### config.mk
export PLATFORM = sky130hd
export DESIGN_NAME = fsqrt_arbiter
export DESIGN_NICKNAME = d
export VERILOG_FILES = /design/src/rtl/fpu_arb_pkg.sv /design/src/rtl/fsqrt_rsp_fifo.sv /design/src/rtl/fsqrt_arbiter.sv
export SDC_FILE = /design/constraint.sdc
export NUM_CORES = 1
export LEC_CHECK = 0
export CAP_MARGIN = 30
export CORE_AREA = 2 2 297 299
export CTS_BUF_LIST = sky130_fd_sc_hd__clkbuf_16
export CTS_CLUSTER_DIAMETER = 60
export DETAILED_ROUTE_END_ITERATION = 7
export DIE_AREA = 0 0 299 301
export DONT_BUFFER_PORTS = 1
export PLACE_DENSITY = 0.42
export SLEW_MARGIN = 20
export SYNTH_ARGS = -nofsm -noshare
export SYNTH_HDL_FRONTEND = slang
export SYNTH_SLANG_ARGS = --single-unit
### constraint.sdc
create_clock -name sys_clk -period 5.4 [get_ports sys_clk]
set_input_delay 1.08 -clock sys_clk [delete_from_list [all_inputs] [get_ports sys_clk]]
set_output_delay 1.08 -clock sys_clk [all_outputs]
set_load 0.02 [all_outputs]
### src/rtl/fpu_arb_pkg.sv
// Shared types for the fsqrt arbiter: the operand word, the result-routing tag
// and a small modular-index helper.
package fpu_arb_pkg;

   localparam int NREQ_MAX = 8;
   // Tags are sized for the widest supported arbiter, so every instance shares one tag type.
   localparam int ID_W = $clog2(NREQ_MAX);

   typedef logic [31:0] fp32_t;

   typedef struct packed {
      logic            valid;
      logic [ID_W-1:0] id;
   } fs_tag_t;

   // Reduces a + b into [0, n), given a < n and b <= n.
   function automatic int wrap_idx(input int a, input int b, input int n);
      return (a + b >= n) ? a + b - n : a + b;
   endfunction

endpackage

### src/rtl/fsqrt_rsp_fifo.sv
// Per-requester response queue: power-of-two FIFO with registered head.
// A push into an empty queue becomes visible on the following cycle.
module fsqrt_rsp_fifo
   import fpu_arb_pkg::*;
#(
   parameter  int DEPTH = 4,
   localparam int PTR_W = $clog2(DEPTH),
   localparam int CNT_W = PTR_W + 1
) (
   input  logic             sys_clk,
   input  logic             rstn,
   input  logic             push,
   input  fp32_t            push_data,
   input  logic             pop,
   output logic             valid,
   output fp32_t            head,
   output logic [CNT_W-1:0] count
);

   fp32_t            mem_q [DEPTH];
   logic [PTR_W-1:0] wr_ptr_q, wr_ptr_d;
   logic [PTR_W-1:0] rd_ptr_q, rd_ptr_d;
   logic [CNT_W-1:0] count_q, count_d;
   logic             do_pop;

   // Pointers wrap naturally because DEPTH is a power of two.
   always_comb begin
      do_pop   = pop && (count_q != '0);
      wr_ptr_d = wr_ptr_q + PTR_W'(push);
      rd_ptr_d = rd_ptr_q + PTR_W'(do_pop);
      count_d  = count_q + CNT_W'(push) - CNT_W'(do_pop);
   end

   // NOTE: sequential state uses non-blocking assignments so every flop samples pre-edge values.
   always_ff @(posedge sys_clk) begin
      if (!rstn) begin
         wr_ptr_q <= '0;
         rd_ptr_q <= '0;
         count_q  <= '0;
      end else begin
         wr_ptr_q <= wr_ptr_d;
         rd_ptr_q <= rd_ptr_d;
         count_q  <= count_d;
      end
   end

   // NOTE: storage is not reset; count_q qualifies every read, so stale words are never observed.
   always_ff @(posedge sys_clk) begin
      if (push) mem_q[wr_ptr_q] <= push_data;
   end

   assign valid = (count_q != '0);
   assign head  = mem_q[rd_ptr_q];
   assign count = count_q;

endmodule

### src/rtl/fsqrt_arbiter.sv
// Round-robin sharing of one pipelined fsqrt among NREQ requesters; results are
// steered back through a tag pipeline and credit-protected response queues.
module fsqrt_arbiter
   import fpu_arb_pkg::*;
#(
   parameter int NREQ       = 4,
   parameter int FS_LAT     = 3,
   parameter int RSPQ_DEPTH = 4
) (
   input  logic                  sys_clk,
   input  logic                  rstn,
   input  logic [NREQ-1:0]       req_valid,
   input  logic [NREQ-1:0][31:0] req_x,
   output logic [NREQ-1:0]       req_ready,
   output logic [NREQ-1:0]       rsp_valid,
   output logic [NREQ-1:0][31:0] rsp_y,
   input  logic [NREQ-1:0]       rsp_ready,
   output logic                  fs_valid,
   output logic [31:0]           fs_x,
   input  logic [31:0]           fs_y,
   input  logic                  fs_out_valid,
   output logic                  busy,
   output logic                  tag_err
);

   localparam int CNT_W = $clog2(RSPQ_DEPTH) + 1;

   logic [ID_W-1:0]  rr_ptr_q, rr_ptr_d;
   logic             fs_valid_q, fs_valid_d;
   fp32_t            fs_x_q, fs_x_d;
   logic             tag_err_q, tag_err_d;
   fs_tag_t          tag_q [FS_LAT+1];
   fs_tag_t          tag_d [FS_LAT+1];
   logic [CNT_W-1:0] inflight_q [NREQ];
   logic [CNT_W-1:0] inflight_d [NREQ];
   logic [CNT_W-1:0] rsp_count  [NREQ];

   logic [NREQ-1:0]  eligible, rot, grant, release_v, push;
   logic             found, grant_any;
   logic [ID_W-1:0]  first_k, grant_id;
   fs_tag_t          tail;

   // Rotate eligibility so rr_ptr sits at bit 0, take the lowest set bit, rotate back.
   always_comb begin
      // NOTE: every combinational output gets a default first so no path can infer a latch.
      eligible = '0;
      rot      = '0;
      grant    = '0;
      found    = 1'b0;
      first_k  = '0;
      for (int i = 0; i < NREQ; i++) begin
         eligible[i] = req_valid[i] &&
            ((CNT_W+1)'(inflight_q[i]) + (CNT_W+1)'(rsp_count[i]) < (CNT_W+1)'(RSPQ_DEPTH));
      end
      for (int k = 0; k < NREQ; k++) begin
         rot[k] = eligible[wrap_idx(k, int'(rr_ptr_q), NREQ)];
      end
      for (int k = 0; k < NREQ; k++) begin
         if (!found && rot[k]) begin
            found   = 1'b1;
            first_k = ID_W'(k);
         end
      end
      grant_any = found && rstn;
      grant_id  = ID_W'(wrap_idx(int'(first_k), int'(rr_ptr_q), NREQ));
      for (int i = 0; i < NREQ; i++) begin
         grant[i] = grant_any && (int'(grant_id) == i);
      end
   end

   always_comb begin
      rr_ptr_d   = grant_any ? ID_W'(wrap_idx(int'(grant_id), 1, NREQ)) : rr_ptr_q;
      fs_valid_d = grant_any;
      fs_x_d     = fs_x_q;
      for (int i = 0; i < NREQ; i++) begin
         if (grant[i]) fs_x_d = req_x[i];
      end

      tag_d[0].valid = grant_any;
      tag_d[0].id    = grant_id;
      for (int k = 1; k <= FS_LAT; k++) begin
         tag_d[k] = tag_q[k-1];
      end
      tail      = tag_q[FS_LAT];
      tag_err_d = tag_err_q || (fs_out_valid != tail.valid);

      // A valid tail frees its credit even if fsqrt failed to deliver; the result is then dropped.
      for (int i = 0; i < NREQ; i++) begin
         release_v[i]  = tail.valid && (int'(tail.id) == i);
         push[i]       = release_v[i] && fs_out_valid;
         inflight_d[i] = inflight_q[i] + CNT_W'(grant[i]) - CNT_W'(release_v[i]);
      end
   end

   always_ff @(posedge sys_clk) begin
      if (!rstn) begin
         rr_ptr_q   <= '0;
         fs_valid_q <= 1'b0;
         fs_x_q     <= '0;
         tag_err_q  <= 1'b0;
         for (int k = 0; k <= FS_LAT; k++) tag_q[k] <= '0;
         for (int i = 0; i < NREQ; i++) inflight_q[i] <= '0;
      end else begin
         rr_ptr_q   <= rr_ptr_d;
         fs_valid_q <= fs_valid_d;
         fs_x_q     <= fs_x_d;
         tag_err_q  <= tag_err_d;
         for (int k = 0; k <= FS_LAT; k++) tag_q[k] <= tag_d[k];
         for (int i = 0; i < NREQ; i++) inflight_q[i] <= inflight_d[i];
      end
   end

   for (genvar i = 0; i < NREQ; i++) begin : g_rspq
      fsqrt_rsp_fifo #(.DEPTH(RSPQ_DEPTH)) u_fifo (
         .sys_clk   (sys_clk),
         .rstn      (rstn),
         .push      (push[i]),
         .push_data (fs_y),
         .pop       (rsp_ready[i]),
         .valid     (rsp_valid[i]),
         .head      (rsp_y[i]),
         .count     (rsp_count[i])
      );
   end

   always_comb begin
      busy = |rsp_valid;
      for (int i = 0; i < NREQ; i++) begin
         if (inflight_q[i] != '0) busy = 1'b1;
      end
   end

   assign req_ready = grant;
   assign fs_valid  = fs_valid_q;
   assign fs_x      = fs_x_q;
   assign tag_err   = tag_err_q;

endmodule
==> results of run 1 <==
-- power by group --
group / switching [mW] / internal [mW]
Combinational: 2.83 / 2.06
Clock: 2.02 / 2.77
Sequential: 0.651 / 5.29
-- per-layer routing --
| metal | global-route usage (%) | part of all wire, % | vias up |
|---|---|---|---|
| met5 | 0 | 0 | - |
| met4 | 4.94 | 2.6 | 0 |
| met3 | 4.49 | 7.7 | 96 |
| met2 | 26.0 | 52 | 440 |
| met1 | 15.9 | 37 | 6301 |
| li1 | - | - | 5221 |
-- per-stage QoR --
| step | cell area, um^2 | power, mW | util (%) | instances |
|---|---|---|---|---|
| after detailed placement | 25500 | 11.0 | 29.5 | 2383 |
| after global routing | 27900 | 16.5 | 32.3 | 2526 |
| after CTS | 27900 | 15.9 | 32.3 | 2521 |
| final | 27900 | 15.6 | 32.3 | 2527 |
| after global placement | 25500 | 11.0 | 29.4 | 2381 |
| after floorplan | 24200 | 10.1 | - | 1274 |
-- state kept, by name (all words and copies together), names as in the netlist --
register / flops
rr_ptr_q: 3
g_rspq.u_fifo.count: 12
fs_x: 32
g_rspq.u_fifo.mem_q: 512
tag_err: 1
inflight_q: 12
tag_q: 16
g_rspq.u_fifo.wr_ptr_q: 8
g_rspq.u_fifo.rd_ptr_q: 8
-- layout make-up --
type,count,area (um^2)
timing repair buffer,36,323
sequential,604,17200
tap,1155,1450
antenna,6,15.0
inverter,34,128
fill,8370,58500
clock inverter,61,487
clock buffer,77,1930
multi-input combinational,554,6380
-- cell families (layout without fill, tap and decap cells) --
kind of cell,count (synthesis),in the layout
xor gates and xnor gates,25,25
and+or+nand+nor,171,171
adders and majority gates,48,48
buffers and inverters,116,208
other,0,6
AOI/OAI and AO/OA,181,181
muxes,129,129
DFF,604,604
-- how the worst max path moves through the flow --
stage / startpoint / end
6_report: g_rspq[0].u_fifo.count[2] / req_ready[3]
5_1_grt: g_rspq[2].u_fifo.count[2] / req_ready[3]
4_1_cts: g_rspq[0].u_fifo.count[2] / req_ready[3]
3_5_place_dp: req_valid[0] / inflight_q[3][2]
3_3_place_gp: req_valid[0] / inflight_q[3][2]
2_1_floorplan: req_valid[3] / req_ready[3]
-- worst reg2reg max path, stage by stage (launching register included) --
cell and delay (ps):
dfxtp_1 350, ha_1 340, nor4b_4 350, and2_1 270, nand3_1 100, o311ai_0 130
o21ai_0 150, o211ai_1 140, ha_1 200, inv_1 50, fa_1 340, nand2b_1 150
or2_1 320, ha_1 260, buf_4 250, a21oi_4 180, buf_4 480, o221ai_1 230
o22ai_1 190
-- layout by cell type (no fill, tap or decap), types with 33 or more instances in the layout --
master / n
and2_1: 38
ha_1: 39
edfxtp_1: 512
o22ai_1: 33
dfxtp_1: 84
buf_4: 33
mux4_2: 128
clkbuf_16: 77
nor2_1: 33
a21oi_1: 67
inv_1: 51
==> summary.txt, run 1 <==
Run status
  • Status: finished, final reports clean

Logic synthesis
  • Synth Area in XOR/XNOR: 0.905%
  • Count leader, synth: edfxtp_1
  • Post-synth EDFFs: 512
  • Synthesized instance count: 1274
  • Commonest cells post-synth: 512 x edfxtp_1, 128 x mux4_2, 92 x dfxtp_1, 67 x a21oi_1, 39 x ha_1
  • Compound-gate portion of the synthesized area: 5.99%
  • Post-Syn Area: 0.0242 mm^2
  • Top cell type's share of synthesized area: 63.6%
  • Largest family of logic cells by synthesized area: multiplexers
  • Mux contribution to synthesized area: 12.0%
  • Synth Register Bits: 604
  • Most used flip-flop cell after synthesis: edfxtp_1
  • Simple-gate share of the synthesized area: 4.38%
  • Avg Cell Area, Syn: 19.0 um^2
  • Yosys warnings: 0
  • Synth Net Count: 1493
  • Post-Synth Adder-Cell Area: 2.76%
  • FFs w/ async S/R, synth: 0%
  • Top cells by area, synth: edfxtp_1 64%, mux4_2 12%, dfxtp_1 7.6%
  • Unique masters post-synth: 61
  • Synth area leader: edfxtp_1
  • Register area share after synthesis: 71.2%

Route
  • Routed len/inst: 25.7 um
  • DR vias/cell: 4.77
  • Number of DRC markers in iteration 0: 759
  • Final wirelength: 65000 um
  • DR DRC count: 0
  • Vias: 12058
  • Drt first pass iters: 5
  • Antenna Nets Post-Route: 0

Worst setup path
  • CP max stage cell: dfxtp_1
  • Delay-heaviest family, CP: simple AND/OR/NAND/NOR gates
  • Critical Path RT: 4320 ps
  • CP endpoint kind: output port
  • Critical path startpoint category: register
  • Crit Path Category: register to output port
  • CP Buf/Inv Count: 1
  • CP Depth: 14
  • Most Frequent Cell on Critical Path: ha_1
  • Worst r2r path cells: 18
  • Reg-to-Reg End: fs_x[31]
  • Reg2Reg Launch Point: g_rspq[0].u_fifo.count[2]
  • Crit Path Max Fanout: 5
  • Arr. time, crit path: 4060 ps
  • Reg-to-reg setup timing slack: 800 ps
  • CP cell instances: ha_1, nor4b_4, and2_1, nand3_1, o311ai_0, o21ai_0, o211ai_1, ha_1, inv_1, fa_1, nand2b_1, or2_1, ha_1, and3_1
  • Worst stage delay on the critical path: 350 ps

Floorplan
  • Die height: 301 um
  • IO Count: 342
  • Initial core utilization: 28.0%
  • Die area: 0.0900 mm^2
  • CORE AREA: 0.0865 mm^2
  • Die W: 299 um
  • Row count: 108

Global route
  • GR Overflow Total: 0
  • Global-route usage over all layers: 14.4%
  • Largest net degree at the start of global routing: 44
  • First-pass GRT wire length: 93000 um
  • Antenna violations before repair: 5
  • Vias in the first global route: 12966

STA
  • Max Freq: 0.195 GHz
  • Final Max Tran Viols: 0
  • Post-route minimum period: 5140 ps
  • Layout Skew: 51.3 ps
  • # setup viols final: 0
  • Final-report hold violation count: 0
  • Final setup TNS: 0 ps
  • Fin crit share: 95.2%
  • Max-slew headroom: 41.8%
  • RSZ-0062 raised after global routing: false
  • Tightest Pin Transition: 873 ps
  • Worst Hold Margin: 431 ps
  • Final worst setup slack: 259 ps

Clock network
  • Clk_lat worst skew: 630 ps
  • Cts repair resizes: 0
  • Clk pin slew, worst setup/hold paths: 60 ps
  • Post-CTS Setup Inserts: 0
  • Root Driver: clkbuf_16
  • CTS Buf Count: 76
  • CTS tree: yes
  • H-tree Lvls: 3
  • CTS Sinks: 604
  • Clock tree buffer depth: 3
  • CTS Hold Buffers Added: 0

Job
  • Max Cap Viol: 0

Min path
  • Worst Hold Depth: 1
  • Hold Path Sink: tag_q[2][0]
  • HP Start: tag_q[1][0]
  • HP Class: register to register

Final layout
  • Nets: 1525
  • Layout cell share with drive strength beyond 1: 26.7%
  • Area Overhead vs Synth: 15.5%

Placed design
  • Port bufs: 0
  • Routability Congestion: 0.813
  • DP HPWL: 40800 um
  • Setup WS pre-CTS: 490 ps

Pwr
  • Maximum vdd drop: 1.22 mV
  • Lkg Pwr: 9.00 nW
  • P per Cell Area: 559 mW/mm^2
No activity file was read; power rests on OpenSTA's default activity.
==> inputs of run 2 (changes only) <==
SETUP_SLACK_MARGIN = 0.1   (was not set)
==> summary.txt, run 2 (synthesis results as in run 1) <==
Run status
  • Status: finished, final reports clean

Clock network
  • Clk pin slew, worst setup/hold paths: 50 ps (about the same)
  • CTS Hold Buffers Added: 0 (unchanged)
  • Clock tree buffer depth: 3 (unchanged)
  • Clk_lat worst skew: 630 ps (about the same)
  • CTS Buf Count: 76 (unchanged)
  • Root Driver: clkbuf_16
  • H-tree Lvls: 3 (unchanged)
  • CTS tree: yes
  • CTS Sinks: 604 (unchanged)

Worst setup path
  • CP Buf/Inv Count: 1 (unchanged)
  • Crit Path Category: register to output port
  • Critical Path RT: 4320 ps (about the same)
  • Arr. time, crit path: 4000 ps (-60 ps)
  • Worst r2r path cells: 17 (-1)
  • CP max stage cell: dfxtp_1
  • Reg-to-reg setup timing slack: 850 ps (+50 ps)
  • Worst stage delay on the critical path: 410 ps (+60 ps)
  • CP cell instances: ha_1, nor4b_4, nand2_4, o311ai_0, o21ai_0, o211ai_1, ha_1, inv_1, fa_2, nand2b_1, or2_1, ha_1, and3_1
  • Critical path startpoint category: register
  • Reg2Reg Launch Point: inflight_q[3][2]
  • Crit Path Max Fanout: 10 (+5)
  • CP endpoint kind: output port
  • Delay-heaviest family, CP: simple AND/OR/NAND/NOR gates
  • Most Frequent Cell on Critical Path: ha_1
  • Reg-to-Reg End: fs_x[31]

STA
  • Fin crit share: 94.1% (-1.1 points)
  • # setup viols final: 0 (unchanged)
  • Max-slew headroom: 42.0% (+0.13 points)
  • Final-report hold violation count: 0 (unchanged)
  • Tightest Pin Transition: 871 ps (-1.96 ps)
  • Max Freq: 0.197 GHz (+1.2%)
  • Final Max Tran Viols: 0 (unchanged)
  • Final setup TNS: 0 ps (unchanged)
  • Layout Skew: 51.1 ps (-0.184 ps)
  • Post-route minimum period: 5080 ps (-58.8 ps)
  • RSZ-0062 raised after global routing: false

Placed design
  • Placed Instances: 2383 (unchanged)
  • Port bufs: 0 (unchanged)
  • Routability Congestion: 0.813 (unchanged)
  • DP HPWL: 40800 um (unchanged)
  • Placed Area: 0.0255 mm^2 (unchanged)

Min path
  • Worst Hold Depth: 1 (unchanged)
  • Hold Path Sink: tag_q[2][0]
  • HP Start: tag_q[1][0]
  • HP Class: register to register

Job
  • Max Cap Viol: 0 (unchanged)

Pwr
  • Lkg Pwr: 9.00 nW (about the same)
  • PnR Total Power: 15.6 mW (about the same)
  • P per Cell Area: 559 mW/mm^2 (about the same)
  • Maximum vdd drop: 1.22 mV (-0.17%)

Global route
  • Global-route usage over all layers: 14.4% (unchanged)
  • Vias in the first global route: 12966 (unchanged)
  • First-pass GRT wire length: 93000 um (unchanged)
  • Largest net degree at the start of global routing: 44 (unchanged)
  • GR Overflow Total: 0 (unchanged)
  • Antenna violations before repair: 5 (unchanged)

Final layout
  • Commonest non-fill, non-tap cells in the layout: 512 x edfxtp_1, 128 x mux4_2, 84 x dfxtp_1
  • Layout cell share with drive strength beyond 1: 26.9% (+0.15 points)
  • Biggest register: g_rspq.u_fifo.mem_q
  • Fill cell total of the finished layout: 8369 (-0.012%)
  • Nets: 1525 (unchanged)
  • Commonest non-fill, non-tap cell in the layout: edfxtp_1
  • Area Overhead vs Synth: 15.6% (about the same)
  • Design area: 0.0280 mm^2 (about the same)
  • Final cell count without fillers: 2527 (unchanged)
  • Max reg flops: 512 (unchanged)

Route
  • DR vias/cell: 4.78 (+0.23%)
  • Final wirelength: 65000 um (about the same)
  • Routed len/inst: 25.7 um (about the same)
  • Vias: 12086 (+0.23%)
  • DR DRC count: 0 (unchanged)
  • Number of DRC markers in iteration 0: 793 (+4.5%)
  • Antenna Nets Post-Route: 0 (unchanged)
  • Drt first pass iters: 5 (unchanged)

Floorplan
  • Die area: 0.0900 mm^2 (unchanged)
  • Initial core utilization: 28.0% (unchanged)
  • IO Count: 342 (unchanged)
  • Die W: 299 um (unchanged)
  • CORE AREA: 0.0865 mm^2 (unchanged)
  • Die height: 301 um (unchanged)
  • Row count: 108 (unchanged)
## run 2: cell counts in the layout (fill, tap and decap cells not counted)
Identical to the previous run, type by type.
## run 2: final cells by class
class                      count  area [um^2]  area share [%]
timing repair buffer          36          323            1.15
inverter                      34          128           0.456
multi-input combinational    554         6400            22.9
clock buffer                  77         1930            6.89
tap                         1155         1450            5.17
clock inverter                61          487            1.74
sequential                   604        17200            61.7
antenna                        6         15.0          0.0537
## run 2: metal layers
metal | global-route usage [%] | vias to the layer above | share of wire (%)
met4 | 4.94 | 0 | 2.6
met1 | 15.9 | 6308 | 37
met2 | 26.0 | 457 | 52
met5 | 0 | - | 0
li1 | - | 5220 | -
met3 | 4.49 | 101 | 7.8
## run 2: where the power goes
group	internal (mW)	switching [mW]
clock	2.77	2.02
combinational	2.07	2.83
sequential	5.29	0.652
total	10.1	5.50
## run 2: through the flow
stage	util, %	hold WS [ps]	setup WS [ps]
2_1_floorplan	-	412	498
3_3_place_gp	29.4	421	508
3_5_place_dp	29.5	422	490
4_1_cts	32.3	436	154
5_1_grt	32.3	448	121
6_report	32.3	431	318
## run 2: worst reg2reg max path, stage by stage (launching register included)
cell	delay, ps
dfxtp_1	410
ha_1	290
nor4b_4	310
nand2_4	170
o311ai_0	340
o21ai_0	150
o211ai_1	140
ha_1	210
inv_1	60
fa_2	310
nand2b_1	150
or2_1	320
ha_1	260
buf_4	250
a21oi_4	180
buf_4	480
o221ai_1	230
o22ai_1	190
## run 2: what timing repair did
item                                    in CTS  in global routing
endpoints found under the hold margin        0                  0
resized for setup                            0                  5
setup buffers                                0                  0
endpoints found under the setup margin       0                  2
## run 2: how the worst max path moves through the flow
stage | slack, ps | from | cells past startpoint | to
CTS | 150 | g_rspq[0].u_fifo.count[2] | 14 | req_ready[3]
finish | 320 | inflight_q[3][2] | 13 | req_ready[3]
floorplan | 500 | req_valid[3] | 12 | req_ready[3]
global route | 120 | g_rspq[0].u_fifo.count[2] | 14 | req_ready[3]
detailed placement | 490 | req_valid[0] | 18 | inflight_q[3][2]
global placement | 510 | req_valid[0] | 18 | inflight_q[3][2]
==> inputs of run 3 (changes only) <==
CAP_MARGIN = not set   (was 30)
==> summary.txt, run 3 (synthesis results as in run 1) <==
Run status
  • Status: finished, final reports clean

Floorplan
  • Die area: 0.0900 mm^2 (unchanged)
  • Die height: 301 um (unchanged)
  • CORE AREA: 0.0865 mm^2 (unchanged)
  • Row count: 108 (unchanged)
  • Die W: 299 um (unchanged)
  • IO Count: 342 (unchanged)
  • Initial core utilization: 28.0% (unchanged)

STA
  • Max-slew headroom: 35.7% (-6.3 points)
  • Max Freq: 0.197 GHz (+0.12%)
  • RSZ-0062 raised after global routing: false
  • Final Max Tran Viols: 0 (unchanged)
  • Final-report hold violation count: 0 (unchanged)
  • # setup viols final: 0 (unchanged)
  • Fin crit share: 94.0% (-0.11 points)
  • Final worst setup slack: 324 ps (+5.94 ps)
  • Post-route minimum period: 5080 ps (-5.94 ps)
  • Layout Skew: 36.6 ps (-14.5 ps)
  • Tightest Pin Transition: 962 ps (+91.6 ps)
  • Final setup TNS: 0 ps (unchanged)

Global route
  • Grt met3 use: 4.50% (+0.0072 points)
  • Antenna violations before repair: 5 (unchanged)
  • Grt met2 use: 26.0% (about the same)
  • Vias in the first global route: 13009 (+0.33%)
  • Global-route usage over all layers: 14.4% (+0.055 points)
  • First-pass GRT wire length: 93300 um (+0.26%)
  • GRT met1 Usage: 16.0% (+0.12 points)
  • GRT Max-Usage Layer: met2
  • Largest net degree at the start of global routing: 44 (unchanged)
  • GR Overflow Total: 0 (unchanged)

Worst setup path
  • Arr. time, crit path: 4000 ps (about the same)
  • Critical path startpoint category: register
  • Reg2Reg Launch Point: inflight_q[3][2]
  • Crit Path Category: register to output port
  • Critical Path RT: 4320 ps (about the same)
  • Crit path from: inflight_q[3][2]
  • CP endpoint kind: output port
  • Crit Path Max Fanout: 10 (unchanged)

Route
  • Number of DRC markers in iteration 0: 713 (-10%)
  • Final wirelength: 65200 um (+0.36%)
  • Drt first pass iters: 4 (-1)
  • Antenna Nets Post-Route: 0 (unchanged)
  • DR vias/cell: 4.76 (-0.41%)
  • DR DRC count: 0 (unchanged)
  • Vias: 12027 (-0.49%)
  • Routed len/inst: 25.8 um (+0.44%)

Pwr
  • Sequential share of power: 38.1% (about the same)
  • Cell-internal power: 10.2 mW (+0.18%)
  • Maximum vdd drop: 0.997 mV (-18%)
  • P per Cell Area: 560 mW/mm^2 (about the same)
  • Sw frac: 35.0% (-0.19 points)
  • Lkg Pwr: 8.97 nW (-0.36%)
  • Switching pwr: 5.46 mW (-0.67%)
  • Comb pwr share: 31.3% (about the same)
  • Clock network power share: 30.6% (about the same)

Clock network
  • CTS tree: yes
  • CTS Hold Buffers Added: 0 (unchanged)
  • CTS Buf Count: 75 (-1.3%)
  • H-tree Lvls: 3 (unchanged)
  • Post-CTS Setup Inserts: 0 (unchanged)
  • CTS Sinks: 604 (unchanged)
  • Root Driver: clkbuf_16
  • Clock tree buffer depth: 3 (unchanged)
  • Clk_lat worst skew: 610 ps (-20 ps)
  • Clk pin slew, worst setup/hold paths: 50 ps (about the same)

Final layout
  • Area Overhead vs Synth: 15.3%
  • Commonest non-fill, non-tap cell in the layout: edfxtp_1
  • Area of the multi-input gates: 0.00640 mm^2 (about the same)
  • Max reg flops: 512 (unchanged)
  • Fill cell total of the finished layout: 8368 (-0.012%)
  • FF/Latch Area: 0.0172 mm^2 (unchanged)
  • Nets: 1523 (-0.13%)
  • Layout cell share with drive strength beyond 1: 26.7% (-0.20 points)
  • Commonest non-fill, non-tap cells in the layout: 512 x edfxtp_1, 128 x mux4_2, 84 x dfxtp_1
  • Biggest register: g_rspq.u_fifo.mem_q

Min path
  • HP Class: register to register
  • HP Start: tag_q[1][0]

Placed design
  • Setup WS pre-CTS: 501 ps (+10.9 ps)
  • DP HPWL: 40800 um (about the same)
  • Port bufs: 0 (unchanged)
  • Routability Congestion: 0.813 (unchanged)

Job
  • Max Cap Viol: 0 (unchanged)
## run 3: cell types whose count changed in the layout (fill, tap and decap cells not counted), sizes merged
cell    previous run  this run
clkinv            34        36
buf               36        35
inv               55        53
bufinv             3         5
diode              6         5
clkbuf            77        75
## run 3: path summary, 6_finish.rpt
kind / to / slack, ps / cells past startpoint
min: tag_q[2][0] / 430 / 1
min reg2reg: tag_q[2][0] / 430 / 1
max reg2reg: fs_x[31] / 860 / 17
max: req_ready[3] / 320 / 13
## run 3: layout make-up
type                            count  area share (%)
Timing Repair Buffer               35            1.06
Tap cell                         1155            5.18
Clock buffer                       75            6.73
Inverter                           34           0.457
Antenna cell                        5          0.0448
Multi-Input combinational cell    554            22.9
Sequential cell                   604            61.8
Clock inverter                     63            1.83
## run 3: metrics by stage
stage	hold slack, ps	area (um^2)	cells	total power, mW	utilization [%]
2_1_floorplan	412	24200	1274	10.1	-
3_3_place_gp	421	25500	2381	11.0	29.4
3_5_place_dp	422	25500	2382	11.0	29.5
4_1_cts	436	27900	2520	15.9	32.2
5_1_grt	447	27900	2525	16.5	32.3
6_report	431	27900	2525	15.6	32.3
## run 3: power by group through the flow
stage	logic, mW	registers [mW]	clock network [mW]
after CTS	4.93	5.98	4.95
after detailed placement	4.93	6.07	0
after global routing	5.31	6.03	5.14
after floorplan	4.50	5.61	0
after global placement	4.88	6.08	0
final	4.89	5.94	4.78
## run 3: repair_timing
item	in CTS	in global routing
hold endpoints to repair	0	0
gates resized for setup	0	6
endpoints found under the setup margin	0	2
## run 3: worst max-delay path: stages, from the launching register on
cell	delay, ps
dfxtp_1	410
ha_1	290
nor4b_4	320
nand2_4	160
o311ai_0	330
o21ai_0	140
o211ai_1	130
ha_1	200
inv_1	50
fa_1	340
nand2b_1	160
or2_1	320
ha_1	260
and3_1	270
## run 3: per-layer routing
layer / vias to the layer above / part of all wire (%)
li1: 5217 / -
met5: - / 0
met4: 0 / 2.8
met1: 6270 / 38
met3: 103 / 7.7
met2: 437 / 52
